File: config.mk
export PLATFORM = sky130hd
export DESIGN_NAME = mio_bus_responder_flat
export DESIGN_NICKNAME = d
export VERILOG_FILES = /design/src/rtl/mio_bus_responder_if.sv /design/src/rtl/mio_bus_responder.sv /design/src/flat_wrapper.sv
export SDC_FILE = /design/constraint.sdc
export NUM_CORES = 1
export LEC_CHECK = 0
export BUFFER_PORTS_ARGS = -buffer_cell sky130_fd_sc_hd__buf_2
export CAP_MARGIN = 25
export CORE_MARGIN = 2
export CORE_UTILIZATION = 46
export DETAILED_ROUTE_END_ITERATION = 8
export PLACE_DENSITY = 0.89
export REMOVE_ABC_BUFFERS = 1
export SKIP_LAST_GASP = 1
export SLEW_MARGIN = 20
export SYNTH_ARGS = -nofsm -noshare
export SYNTH_HDL_FRONTEND = slang
export SYNTH_SLANG_ARGS = --single-unit
File: constraint.sdc
create_clock -name clk -period 4.1 [get_ports clk]
set_input_delay 1.23 -clock clk [delete_from_list [all_inputs] [get_ports clk]]
set_output_delay 1.23 -clock clk [all_outputs]
set_load 0.05 [all_outputs]
File: src/rtl/mio_bus_responder_if.sv
// CPU data-side request/response bundle seen by mio_bus_responder.
interface mio_bus_responder_if;
    logic        cpu_mio;
    logic        cpu_we;
    logic [31:0] cpu_addr;
    logic [31:0] cpu_wdata;
    logic [2:0]  cpu_dmtype;
    logic [31:0] cpu_rdata;
    logic        mio_ready;
    logic        bus_err;

    modport master (
        output cpu_mio, cpu_we, cpu_addr, cpu_wdata, cpu_dmtype,
        input  cpu_rdata, mio_ready, bus_err
    );

    modport slave (
        input  cpu_mio, cpu_we, cpu_addr, cpu_wdata, cpu_dmtype,
        output cpu_rdata, mio_ready, bus_err
    );
endinterface

File: src/rtl/mio_bus_responder.sv
// Data-side memory/IO responder: routes CPU requests to sync RAM or a peripheral port.
// Optional macro MIO_MISALIGN_TRAP_EN: misaligned half/word accesses complete at once with bus_err.
module mio_bus_responder #(
    parameter int unsigned RAM_AW      = 10,
    parameter int unsigned RAM_WAIT    = 0,
    parameter int unsigned PER_TIMEOUT = 16,
    parameter logic [31:0] PERIPH_BASE = 32'hF000_0000
) (
    input  logic                  clk,
    input  logic                  reset,
    mio_bus_responder_if.slave    mio,
    output logic                  ram_en,
    output logic [3:0]            ram_we,
    output logic [RAM_AW-1:0]     ram_addr,
    output logic [31:0]           ram_wdata,
    input  logic [31:0]           ram_rdata,
    output logic                  per_en,
    output logic                  per_we,
    output logic [9:0]            per_addr,
    output logic [31:0]           per_wdata,
    input  logic [31:0]           per_rdata,
    input  logic                  per_ack
);
    localparam int unsigned CNT_W = 8;

    typedef enum logic [2:0] {
        S_IDLE,
        S_RAM_ACC,
        S_RAM_CAP,
        S_PER_ACC,
        S_DONE
    } state_e;

    state_e           state_q, state_d;
    logic [CNT_W-1:0] cnt_q, cnt_d;
    logic             we_q, we_d;
    logic [2:0]       dmt_q, dmt_d;
    logic [31:0]      addr_q, addr_d;
    logic [31:0]      wrep_q, wrep_d;
    logic [3:0]       lanes_q, lanes_d;
    logic [31:0]      rdata_q, rdata_d;
    logic             err_q, err_d;
    logic             ready_q, ready_d;
    logic             ram_en_q, ram_en_d;
    logic [3:0]       ram_we_q, ram_we_d;
    logic             per_en_q, per_en_d;
    logic             per_we_q, per_we_d;
    logic             misalign_c;
    logic             unused_addr_bits;

    // Byte enables for the addressed lane; low address bits beyond the access size are ignored.
    function automatic logic [3:0] lane_mask(input logic [2:0] dmt, input logic [1:0] a);
        case (dmt)
            3'd1, 3'd2: lane_mask = a[1] ? 4'b1100 : 4'b0011;
            3'd3, 3'd4: lane_mask = 4'b0001 << a;
            default:    lane_mask = 4'b1111;
        endcase
    endfunction

    function automatic logic [31:0] replicate(input logic [2:0] dmt, input logic [31:0] wd);
        case (dmt)
            3'd1, 3'd2: replicate = {2{wd[15:0]}};
            3'd3, 3'd4: replicate = {4{wd[7:0]}};
            default:    replicate = wd;
        endcase
    endfunction

    // Select the addressed lane and sign/zero extend it to 32 bits.
    function automatic logic [31:0] extend(input logic [2:0] dmt, input logic [1:0] a,
                                           input logic [31:0] d);
        logic [15:0] h;
        logic [7:0]  b;
        h = a[1] ? d[31:16] : d[15:0];
        b = d[{a, 3'b000} +: 8];
        case (dmt)
            3'd1:    extend = {{16{h[15]}}, h};
            3'd2:    extend = {16'h0000, h};
            3'd3:    extend = {{24{b[7]}}, b};
            3'd4:    extend = {24'h00_0000, b};
            default: extend = d;
        endcase
    endfunction

`ifdef MIO_MISALIGN_TRAP_EN
    always_comb begin
        case (mio.cpu_dmtype)
            3'd1, 3'd2: misalign_c = mio.cpu_addr[0];
            3'd3, 3'd4: misalign_c = 1'b0;
            default:    misalign_c = (mio.cpu_addr[1:0] != 2'b00);
        endcase
    end
`else
    assign misalign_c = 1'b0;
`endif

    // Next-state, request latch and registered-output computation.
    always_comb begin
        state_d = state_q;
        cnt_d   = cnt_q;
        we_d    = we_q;
        dmt_d   = dmt_q;
        addr_d  = addr_q;
        wrep_d  = wrep_q;
        lanes_d = lanes_q;
        rdata_d = rdata_q;
        err_d   = err_q;

        case (state_q)
            S_IDLE: begin
                if (mio.cpu_mio) begin
                    we_d    = mio.cpu_we;
                    dmt_d   = mio.cpu_dmtype;
                    addr_d  = mio.cpu_addr;
                    wrep_d  = replicate(mio.cpu_dmtype, mio.cpu_wdata);
                    lanes_d = lane_mask(mio.cpu_dmtype, mio.cpu_addr[1:0]);
                    cnt_d   = '0;
                    if (misalign_c) begin
                        state_d = S_DONE;
                        err_d   = 1'b1;
                        rdata_d = '0;
                    end else if (mio.cpu_addr[31:28] == PERIPH_BASE[31:28]) begin
                        state_d = S_PER_ACC;
                    end else begin
                        state_d = S_RAM_ACC;
                    end
                end
            end
            S_RAM_ACC: begin
                if (cnt_q == CNT_W'(RAM_WAIT)) begin
                    cnt_d = '0;
                    if (we_q) begin
                        state_d = S_DONE;
                        err_d   = 1'b0;
                    end else begin
                        state_d = S_RAM_CAP;
                    end
                end else begin
                    cnt_d = cnt_q + CNT_W'(1);
                end
            end
            S_RAM_CAP: begin
                rdata_d = extend(dmt_q, addr_q[1:0], ram_rdata);
                err_d   = 1'b0;
                state_d = S_DONE;
            end
            S_PER_ACC: begin
                if (per_ack) begin
                    if (!we_q) rdata_d = extend(dmt_q, addr_q[1:0], per_rdata);
                    err_d   = 1'b0;
                    state_d = S_DONE;
                end else if (cnt_q == CNT_W'(PER_TIMEOUT - 1)) begin
                    rdata_d = '0;
                    err_d   = 1'b1;
                    state_d = S_DONE;
                end else begin
                    cnt_d = cnt_q + CNT_W'(1);
                end
            end
            S_DONE:  state_d = S_IDLE;
            default: state_d = S_IDLE;
        endcase

        ram_en_d = (state_d == S_RAM_ACC);
        ram_we_d = (ram_en_d && we_d) ? lanes_d : 4'b0000;
        per_en_d = (state_d == S_PER_ACC);
        per_we_d = per_en_d && we_d;
        ready_d  = (state_d == S_DONE);
    end

    always_ff @(posedge clk or posedge reset) begin
        if (reset) begin
            state_q  <= S_IDLE;
            cnt_q    <= '0;
            we_q     <= 1'b0;
            dmt_q    <= '0;
            addr_q   <= '0;
            wrep_q   <= '0;
            lanes_q  <= '0;
            rdata_q  <= '0;
            err_q    <= 1'b0;
            ready_q  <= 1'b0;
            ram_en_q <= 1'b0;
            ram_we_q <= '0;
            per_en_q <= 1'b0;
            per_we_q <= 1'b0;
        end else begin
            state_q  <= state_d;
            cnt_q    <= cnt_d;
            we_q     <= we_d;
            dmt_q    <= dmt_d;
            addr_q   <= addr_d;
            wrep_q   <= wrep_d;
            lanes_q  <= lanes_d;
            rdata_q  <= rdata_d;
            err_q    <= err_d;
            ready_q  <= ready_d;
            ram_en_q <= ram_en_d;
            ram_we_q <= ram_we_d;
            per_en_q <= per_en_d;
            per_we_q <= per_we_d;
        end
    end

    // Upper address bits are latched but only partly decoded (RAM aliases).
    assign unused_addr_bits = ^addr_q;

    assign mio.cpu_rdata = rdata_q;
    assign mio.mio_ready = ready_q;
    assign mio.bus_err   = err_q;
    assign ram_en        = ram_en_q;
    assign ram_we        = ram_we_q;
    assign ram_addr      = addr_q[RAM_AW+1:2];
    assign ram_wdata     = wrep_q;
    assign per_en        = per_en_q;
    assign per_we        = per_we_q;
    assign per_addr      = addr_q[11:2];
    assign per_wdata     = wrep_q;
endmodule

File: src/flat_wrapper.sv
// flat-port wrapper written by rule: the top's interface ports become plain ports
module mio_bus_responder_flat 
#(
    parameter int unsigned RAM_AW      = 10,
    parameter int unsigned RAM_WAIT    = 0,
    parameter int unsigned PER_TIMEOUT = 16,
    parameter logic [31:0] PERIPH_BASE = 32'hF000_0000
)
  (clk, reset, ram_en, ram_we, ram_addr, ram_wdata, ram_rdata, per_en, per_we, per_addr, per_wdata, per_rdata, per_ack, mio_cpu_mio, mio_cpu_we, mio_cpu_addr, mio_cpu_wdata, mio_cpu_dmtype, mio_cpu_rdata, mio_mio_ready, mio_bus_err);
  mio_bus_responder_if mio_i ();
  input  logic clk;
  input  logic reset;
  output logic ram_en;
  output logic [3:0] ram_we;
  output logic [RAM_AW-1:0] ram_addr;
  output logic [31:0] ram_wdata;
  input  logic [31:0] ram_rdata;
  output logic per_en;
  output logic per_we;
  output logic [9:0] per_addr;
  output logic [31:0] per_wdata;
  input  logic [31:0] per_rdata;
  input  logic per_ack;
  input wire logic [$bits(mio_i.cpu_mio)-1:0] mio_cpu_mio;
  input wire logic [$bits(mio_i.cpu_we)-1:0] mio_cpu_we;
  input wire logic [$bits(mio_i.cpu_addr)-1:0] mio_cpu_addr;
  input wire logic [$bits(mio_i.cpu_wdata)-1:0] mio_cpu_wdata;
  input wire logic [$bits(mio_i.cpu_dmtype)-1:0] mio_cpu_dmtype;
  output wire logic [$bits(mio_i.cpu_rdata)-1:0] mio_cpu_rdata;
  output wire logic [$bits(mio_i.mio_ready)-1:0] mio_mio_ready;
  output wire logic [$bits(mio_i.bus_err)-1:0] mio_bus_err;
  assign mio_i.cpu_mio = mio_cpu_mio;
  assign mio_i.cpu_we = mio_cpu_we;
  assign mio_i.cpu_addr = mio_cpu_addr;
  assign mio_i.cpu_wdata = mio_cpu_wdata;
  assign mio_i.cpu_dmtype = mio_cpu_dmtype;
  assign mio_cpu_rdata = mio_i.cpu_rdata;
  assign mio_mio_ready = mio_i.mio_ready;
  assign mio_bus_err = mio_i.bus_err;
  mio_bus_responder #(.RAM_AW(RAM_AW), .RAM_WAIT(RAM_WAIT), .PER_TIMEOUT(PER_TIMEOUT), .PERIPH_BASE(PERIPH_BASE)) u_core (.clk(clk), .reset(reset), .mio(mio_i), .ram_en(ram_en), .ram_we(ram_we), .ram_addr(ram_addr), .ram_wdata(ram_wdata), .ram_rdata(ram_rdata), .per_en(per_en), .per_we(per_we), .per_addr(per_addr), .per_wdata(per_wdata), .per_rdata(per_rdata), .per_ack(per_ack));
endmodule
==> run metrics, run 1 <==
result of the run finished, final reports clean; DRT Pass-1 Iters 7; sort of element at the start of the critical path flop; root buffer selected by CTS sky130_fd_sc_hd__clkbuf_16; number of setup buffers added after CTS 0; number of DRC violations after detailed-routing iteration 0 701; via count 7228; top area cells in the synthesized netlist sky130_fd_sc_hd__dfrtp_1 (36%), sky130_fd_sc_hd__nand2_1 (8.1%), sky130_fd_sc_hd__o21ai_0 (6.0%); final-layout setup total negative slack 0 ns; clk sink count 104; y dimension of the die 129 um; remaining design rule violation count 0; worst vdd rail ir drop 0.817 mV; critical path type reg -> reg; portion of the post-synthesis area used by sequential elements 36.5%; Fmax achieved 0.366 GHz; portion of the clock cycle consumed by the worst path in the final layout 66.7%; unrepaired setup endpoints after global routing false; Finish-stage setup viols 0; signed area change from the synthesized netlist to the final layout 17.2%; largest net degree at the start of global routing 70; Worst-Skew Late Latency 0.36 ns; instance area after placement 0.00806 mm2; per-instance average area after synthesis 8.50 um2; # port buffers 244; CTS H-Tree Depth 3; final worst clock skew 0.00907 ns; clock transition at the registers of the reported paths 0.08 ns; Syn Inst Count 839; Die Footprint 0.0165 mm2; Max Cap Viol 0; TritonCTS clock tree yes; number of distinct library cells after synthesis 63; cell type with the largest total area after synthesis sky130_fd_sc_hd__dfrtp_1; global route overflow 0; final weighted congestion of routability-driven global placement 0.911; CTS Hold Bufs 0; post-synthesis instance area 0.00713 mm2; min-delay worst type reg -> reg; main flop type after synthesis sky130_fd_sc_hd__dfrtp_1; remaining number of nets flagged by the antenna check after routing 0; GRT Total Usage 27.0%; CP Data Arrival Time 2.98 ns; initial cell density of the core 46.9%; WL/cell 18.9 um; Crit Path Max Fanout 49; wire length of the first global-routing pass 35200 um; Via-to-Cell Ratio 6.08; Yosys warning count 0; row count 45; Fin. Hold Viols 0; number of antenna violations at the first check in global routing 2; ys async rst share 100%; power density normalized to cell area 938 mW/mm2; leak pwr 4.13 nW; minimum period implied by the final worst setup slack 2.73 ns; chip width 129 um; fraction of final layout cells sized beyond drive strength 1 31.1%; HPWL after detailed placement 16200 um; final slew viol count 0; count of state elements after synthesis 104; capturing element type of the critical path flop; post-cts gate resize count 0; Least-Margin Pin Slew 0.982 ns; number of nets in the finished design 1131; Util after Layout 55.0%; required time worst endpoint 4.35 ns; tightest hold margin 0.477 ns; post-layout total power 0.00784 W; maximum buffer depth of the clock tree 2; I/O Pins 261; detailed-route wire length 22500 um; proportion of netlist area held by the largest area contributor 36.5%; Inserted Clock Buffers 9; relative slew slack 34.4%; via count of the first global-routing pass 6806; Placeable Area 0.0152 mm2; number of enable-type register cells in the synthesized netlist 0; post-route cell area 0.00836 mm2
==> per-stage QoR <==
stage	setup WS, ns	instances
floorplan	0.138	721
global placement	1.09	1170
detailed placement	1.03	1170
CTS	1.39	1186
global route	1.20	1188
finish	1.37	1188
==> synth_stat cells, drive strengths merged (12+ instances only) <==
| cell type | instances |
|---|---|
| a21oi | 42 |
| a221oi | 31 |
| a31oi | 12 |
| buf | 77 |
| clkbuf | 41 |
| dfrtp | 104 |
| mux2i | 38 |
| nand2 | 155 |
| nand2b | 34 |
| nand3 | 30 |
| nor2 | 17 |
| nor2b | 15 |
| o211a | 14 |
| o21ai | 90 |
==> layout make-up <==
| class | count | area, um2 |
|---|---|---|
| Fill cell | 1376 | 6840 |
| Sequential cell | 104 | 2600 |
| Inverter | 8 | 32.5 |
| Clock inverter | 7 | 70.1 |
| Multi-Input combinational cell | 609 | 3830 |
| Antenna cell | 2 | 5.00 |
| Tap cell | 188 | 235 |
| Clock buffer | 9 | 225 |
| Timing Repair Buffer | 261 | 1360 |
==> worst max-delay path, cell delays in order, from the launching register on <==
cell	delay (ns)
sky130_fd_sc_hd__dfrtp_1	0.44
sky130_fd_sc_hd__or4_1	0.72
sky130_fd_sc_hd__o311ai_4	0.35
sky130_fd_sc_hd__nand2_2	0.56
sky130_fd_sc_hd__a221o_1	0.55
==> layout by cell type (no fill, tap or decap), types with 5 or more instances in the layout <==
cell type / n
sky130_fd_sc_hd__nor2_1: 17
sky130_fd_sc_hd__nand2b_1: 34
sky130_fd_sc_hd__nand2_1: 154
sky130_fd_sc_hd__a221oi_1: 31
sky130_fd_sc_hd__inv_1: 6
sky130_fd_sc_hd__a21oi_1: 42
sky130_fd_sc_hd__mux2i_1: 38
sky130_fd_sc_hd__dfrtp_1: 103
sky130_fd_sc_hd__and3_1: 6
sky130_fd_sc_hd__buf_2: 244
sky130_fd_sc_hd__o311ai_0: 7
sky130_fd_sc_hd__mux2_2: 11
sky130_fd_sc_hd__nor2b_1: 14
sky130_fd_sc_hd__buf_4: 16
sky130_fd_sc_hd__o2111ai_1: 8
sky130_fd_sc_hd__a22o_1: 8
sky130_fd_sc_hd__clkbuf_16: 9
sky130_fd_sc_hd__a31oi_1: 12
sky130_fd_sc_hd__o31ai_1: 11
sky130_fd_sc_hd__a221o_1: 8
sky130_fd_sc_hd__o21ai_1: 5
sky130_fd_sc_hd__nand3_1: 30
sky130_fd_sc_hd__o211a_1: 14
sky130_fd_sc_hd__nor3_1: 11
sky130_fd_sc_hd__o21ai_0: 85
==> flip-flops by register name (all words and copies together), names as in the netlist, 3 cells and up <==
name / flops
u_core.cnt_q: 8
u_core.lanes_q: 4
u_core.state_q: 3
u_core.per_wdata: 32
u_core.mio.cpu_rdata: 32
u_core.addr_q: 12
u_core.dmt_q: 3
u_core.ram_we: 4
==> report_power, final <==
| group | switching [W] | internal, W |
|---|---|---|
| logic | 0.00374 | 0.00134 |
| clock network | 0.000451 | 0.000433 |
| registers | 0.000429 | 0.00145 |
| total | 0.00462 | 0.00322 |
==> routing by layer <==
metal  wire (um)  share of wire (%)  GRT usage (%)
met4        1210                5.4           17.2
met3        2070                9.2           5.28
met2       10600                 47           43.9
met5           0                  0              0
met1        8550                 38           33.2
==> final timing paths <==
kind / to / from / slack [ns] / depth (start not counted)
max reg2reg: u_core.mio.cpu_rdata[15]$_DFFE_PP0P_ / u_core.cnt_q[4]$_DFFE_PP0P_ / 1.37 / 4
min reg2reg: u_core.mio.cpu_rdata[30]$_DFFE_PP0P_ / u_core.mio.cpu_rdata[30]$_DFFE_PP0P_ / 0.48 / 2
max in group asynchronous: u_core.addr_q[1]$_DFFE_PP0P_ / reset / 2.36 / 3
max: u_core.mio.cpu_rdata[15]$_DFFE_PP0P_ / u_core.cnt_q[4]$_DFFE_PP0P_ / 1.37 / 4
min: u_core.mio.cpu_rdata[30]$_DFFE_PP0P_ / u_core.mio.cpu_rdata[30]$_DFFE_PP0P_ / 0.48 / 2
min in group asynchronous: u_core.mio.cpu_rdata[20]$_DFFE_PP0P_ / reset / 0.94 / 2
==> kinds of logic after synthesis <==
group / synth area share, %
simple gates: 19.4
mux: 8.01
buf+inv: 10.0
flops: 36.5
xor+xnor: 0.719
fa+ha+maj: 0.351
compound gates: 25.0
Note: power is estimated with default switching activity, not from simulation.
==> inputs of run 2 (changes only) <==
CORE_UTILIZATION = 51   (was 46)
PLACE_DENSITY = 0.93   (was 0.89)
clock period = 2.85 ns   (was 4.1 ns; I/O delays follow)
==> run 2 against run 1 <==
Wire length grew 0.43%. Core utilization up 6.6 points. Die area decreased by 9.5%. Total power grew 46%. Global-route usage increased by 2.9 points. Sequential cell count stayed put. Critical path type unchanged. Largest cell class unchanged.
==> run metrics, run 2 (same netlist as run 1, synthesis figures left out) <==
result of the run finished, final reports clean; y dimension of the die 122 um; combinational group share of total power 65.7%; end point of the critical path u_core.mio.cpu_rdata[24]$_DFFE_PP0P_; number of DRC violations after detailed-routing iteration 0 884; maximum buffer depth of the clock tree 2; Top Family by Delay on Critical Path simple AND/OR/NAND/NOR gates; Die Footprint 0.0150 mm2; HPWL after detailed placement 16300 um; clk sink count 104; min-delay worst type in -> async; Util after Layout 61.6%; Fmax achieved 0.414 GHz; row count 43; net switching component of the power 0.00667 W; Reg2Reg Setup Slack 0.43 ns; post-cts gate resize count 0; most common cell after layout, fill and taps aside sky130_fd_sc_hd__buf_2; crit path max-delay cell type sky130_fd_sc_hd__and2_1; Post-Place Worst Slack 0.337 ns; Clk network pwr share 11.8%; buffers and inverters on the worst path 1; detailed-route wire length 22600 um; leak pwr 4.20 nW; worst vdd rail ir drop 0.925 mV; required time worst endpoint 3.13 ns; total number of cells along the worst setup path 6; endpoint of the lowest-slack register-to-register path u_core.mio.cpu_rdata[24]$_DFFE_PP0P_; number of nets in the finished design 1140; DRT Pass-1 Iters 5; Max Cap Viol 0; critical path type reg -> reg; Via-to-Cell Ratio 6.19; WL/cell 19.0 um; switch share 58.1%; commonest non-fill, non-tap cells in the layout sky130_fd_sc_hd__buf_2 (244), sky130_fd_sc_hd__nand2_1 (154), sky130_fd_sc_hd__dfrtp_1 (103), sky130_fd_sc_hd__o21ai_0 (85), sky130_fd_sc_hd__a21oi_1 (42); Fin. Hold Viols 0; first element of the critical path u_core.dmt_q[1]$_DFFE_PP0P_; final slew viol count 0; global route overflow 0; Inserted Clock Buffers 9; Least-Margin Pin Slew 0.951 ns; fraction of final layout cells sized beyond drive strength 1 31.8%; worst reg2reg startpoint u_core.dmt_q[1]$_DFFE_PP0P_; CP Data Arrival Time 2.70 ns; via count 7364; unrepaired setup endpoints after global routing false; number of setup buffers added after CTS 0; initial cell density of the core 51.8%; CTS H-Tree Depth 3; number of antenna violations at the first check in global routing 2; Crit Path Max Fanout 44; I/O Pins 261; relative slew slack 36.3%; wire length of the first global-routing pass 34900 um; CTS Hold Bufs 0; via count of the first global-routing pass 6948; final worst clock skew 0.00931 ns; minimum period implied by the final worst setup slack 2.42 ns; CP max stage delay 0.66 ns; final critical-path setup slack 0.435 ns; portion of the clock cycle consumed by the worst path in the final layout 84.7%; list of cells traversed by the critical path buf_4, or2_2, xnor2_2, and2_1, a221oi_1, o21ai_0; signed area change from the synthesized netlist to the final layout 18.9%; Worst-Skew Late Latency 0.36 ns; root buffer selected by CTS sky130_fd_sc_hd__clkbuf_16; remaining number of nets flagged by the antenna check after routing 0; TritonCTS clock tree yes; Placeable Area 0.0138 mm2; P_int 0.00481 W; Finish-stage setup viols 0; largest net degree at the start of global routing 63; remaining design rule violation count 0; power density normalized to cell area 1350 mW/mm2; GRT Total Usage 29.9%; clock transition at the registers of the reported paths 0.08 ns; chip width 122 um; # port buffers 244; capturing element type of the critical path flop; cell depth of the worst flop-to-flop path 6; sort of element at the start of the critical path flop; final weighted congestion of routability-driven global placement 0.924; power share of the sequential group 22.5%; number of fill cells 1194
-- run 2: cell types whose count changed in the layout (fill, tap and decap cells not counted), sizes merged --
cell / previous run / this run
buf: 261 / 270
clkinvlp: 1 / 0
bufinv: 0 / 1
inv: 11 / 10
clkinv: 3 / 4
-- run 2: routing by layer --
metal | track usage, % | part of all wire (%) | vias up
met5 | 0 | 0 | -
met4 | 15.3 | 4.0 | 0
met3 | 6.23 | 10 | 78
met2 | 50.1 | 48 | 506
met1 | 36.5 | 37 | 3458
li1 | - | - | 3322
-- run 2: power groups by stage --
stage                     clock network [W]  registers (W)  logic, W
after floorplan                           0        0.00552   0.00244
after global placement                    0        0.00257   0.00731
after detailed placement                  0        0.00259   0.00747
after CTS                           0.00137        0.00257   0.00748
after global routing                0.00145        0.00265   0.00800
final                               0.00136        0.00258   0.00754
-- run 2: layout make-up --
cell class                      count  area (um2)  area share, %
Tap cell                          180         225           2.66
Clock inverter                      7        97.6           1.15
Clock buffer                        9         225           2.66
Timing Repair Buffer              270        1460           17.2
Multi-Input combinational cell    609        3830           45.2
Sequential cell                   104        2600           30.7
Antenna cell                        2        5.00         0.0590
Inverter                            8        32.5          0.384
-- run 2: per-stage QoR --
step / TNS [ns] / total power [W] / instance area (um2) / hold WS, ns / instances
detailed placement: 0 / 0.0101 / 8150 / 0.465 / 1171
finish: 0 / 0.0115 / 8480 / 0.423 / 1189
global placement: 0 / 0.00987 / 8140 / 0.456 / 1170
floorplan: -78.82 / 0.00796 / 6450 / 0.454 / 721
global route: 0 / 0.0121 / 8480 / 0.427 / 1188
CTS: 0 / 0.0114 / 8480 / 0.422 / 1187
-- run 2: worst min-delay path by stage --
stage                                           end  cells past startpoint                            startpoint
6_report               u_core.addr_q[3]$_DFFE_PP0P_                      2                                 reset
5_1_grt                u_core.addr_q[3]$_DFFE_PP0P_                      2                                 reset
4_1_cts                u_core.addr_q[7]$_DFFE_PP0P_                      2                                 reset
3_5_place_dp   u_core.mio.cpu_rdata[26]$_DFFE_PP0P_                      2  u_core.mio.cpu_rdata[26]$_DFFE_PP0P_
3_3_place_gp   u_core.mio.cpu_rdata[30]$_DFFE_PP0P_                      2  u_core.mio.cpu_rdata[30]$_DFFE_PP0P_
2_1_floorplan           u_core.cnt_q[6]$_DFFE_PP0P_                      1           u_core.cnt_q[6]$_DFFE_PP0P_
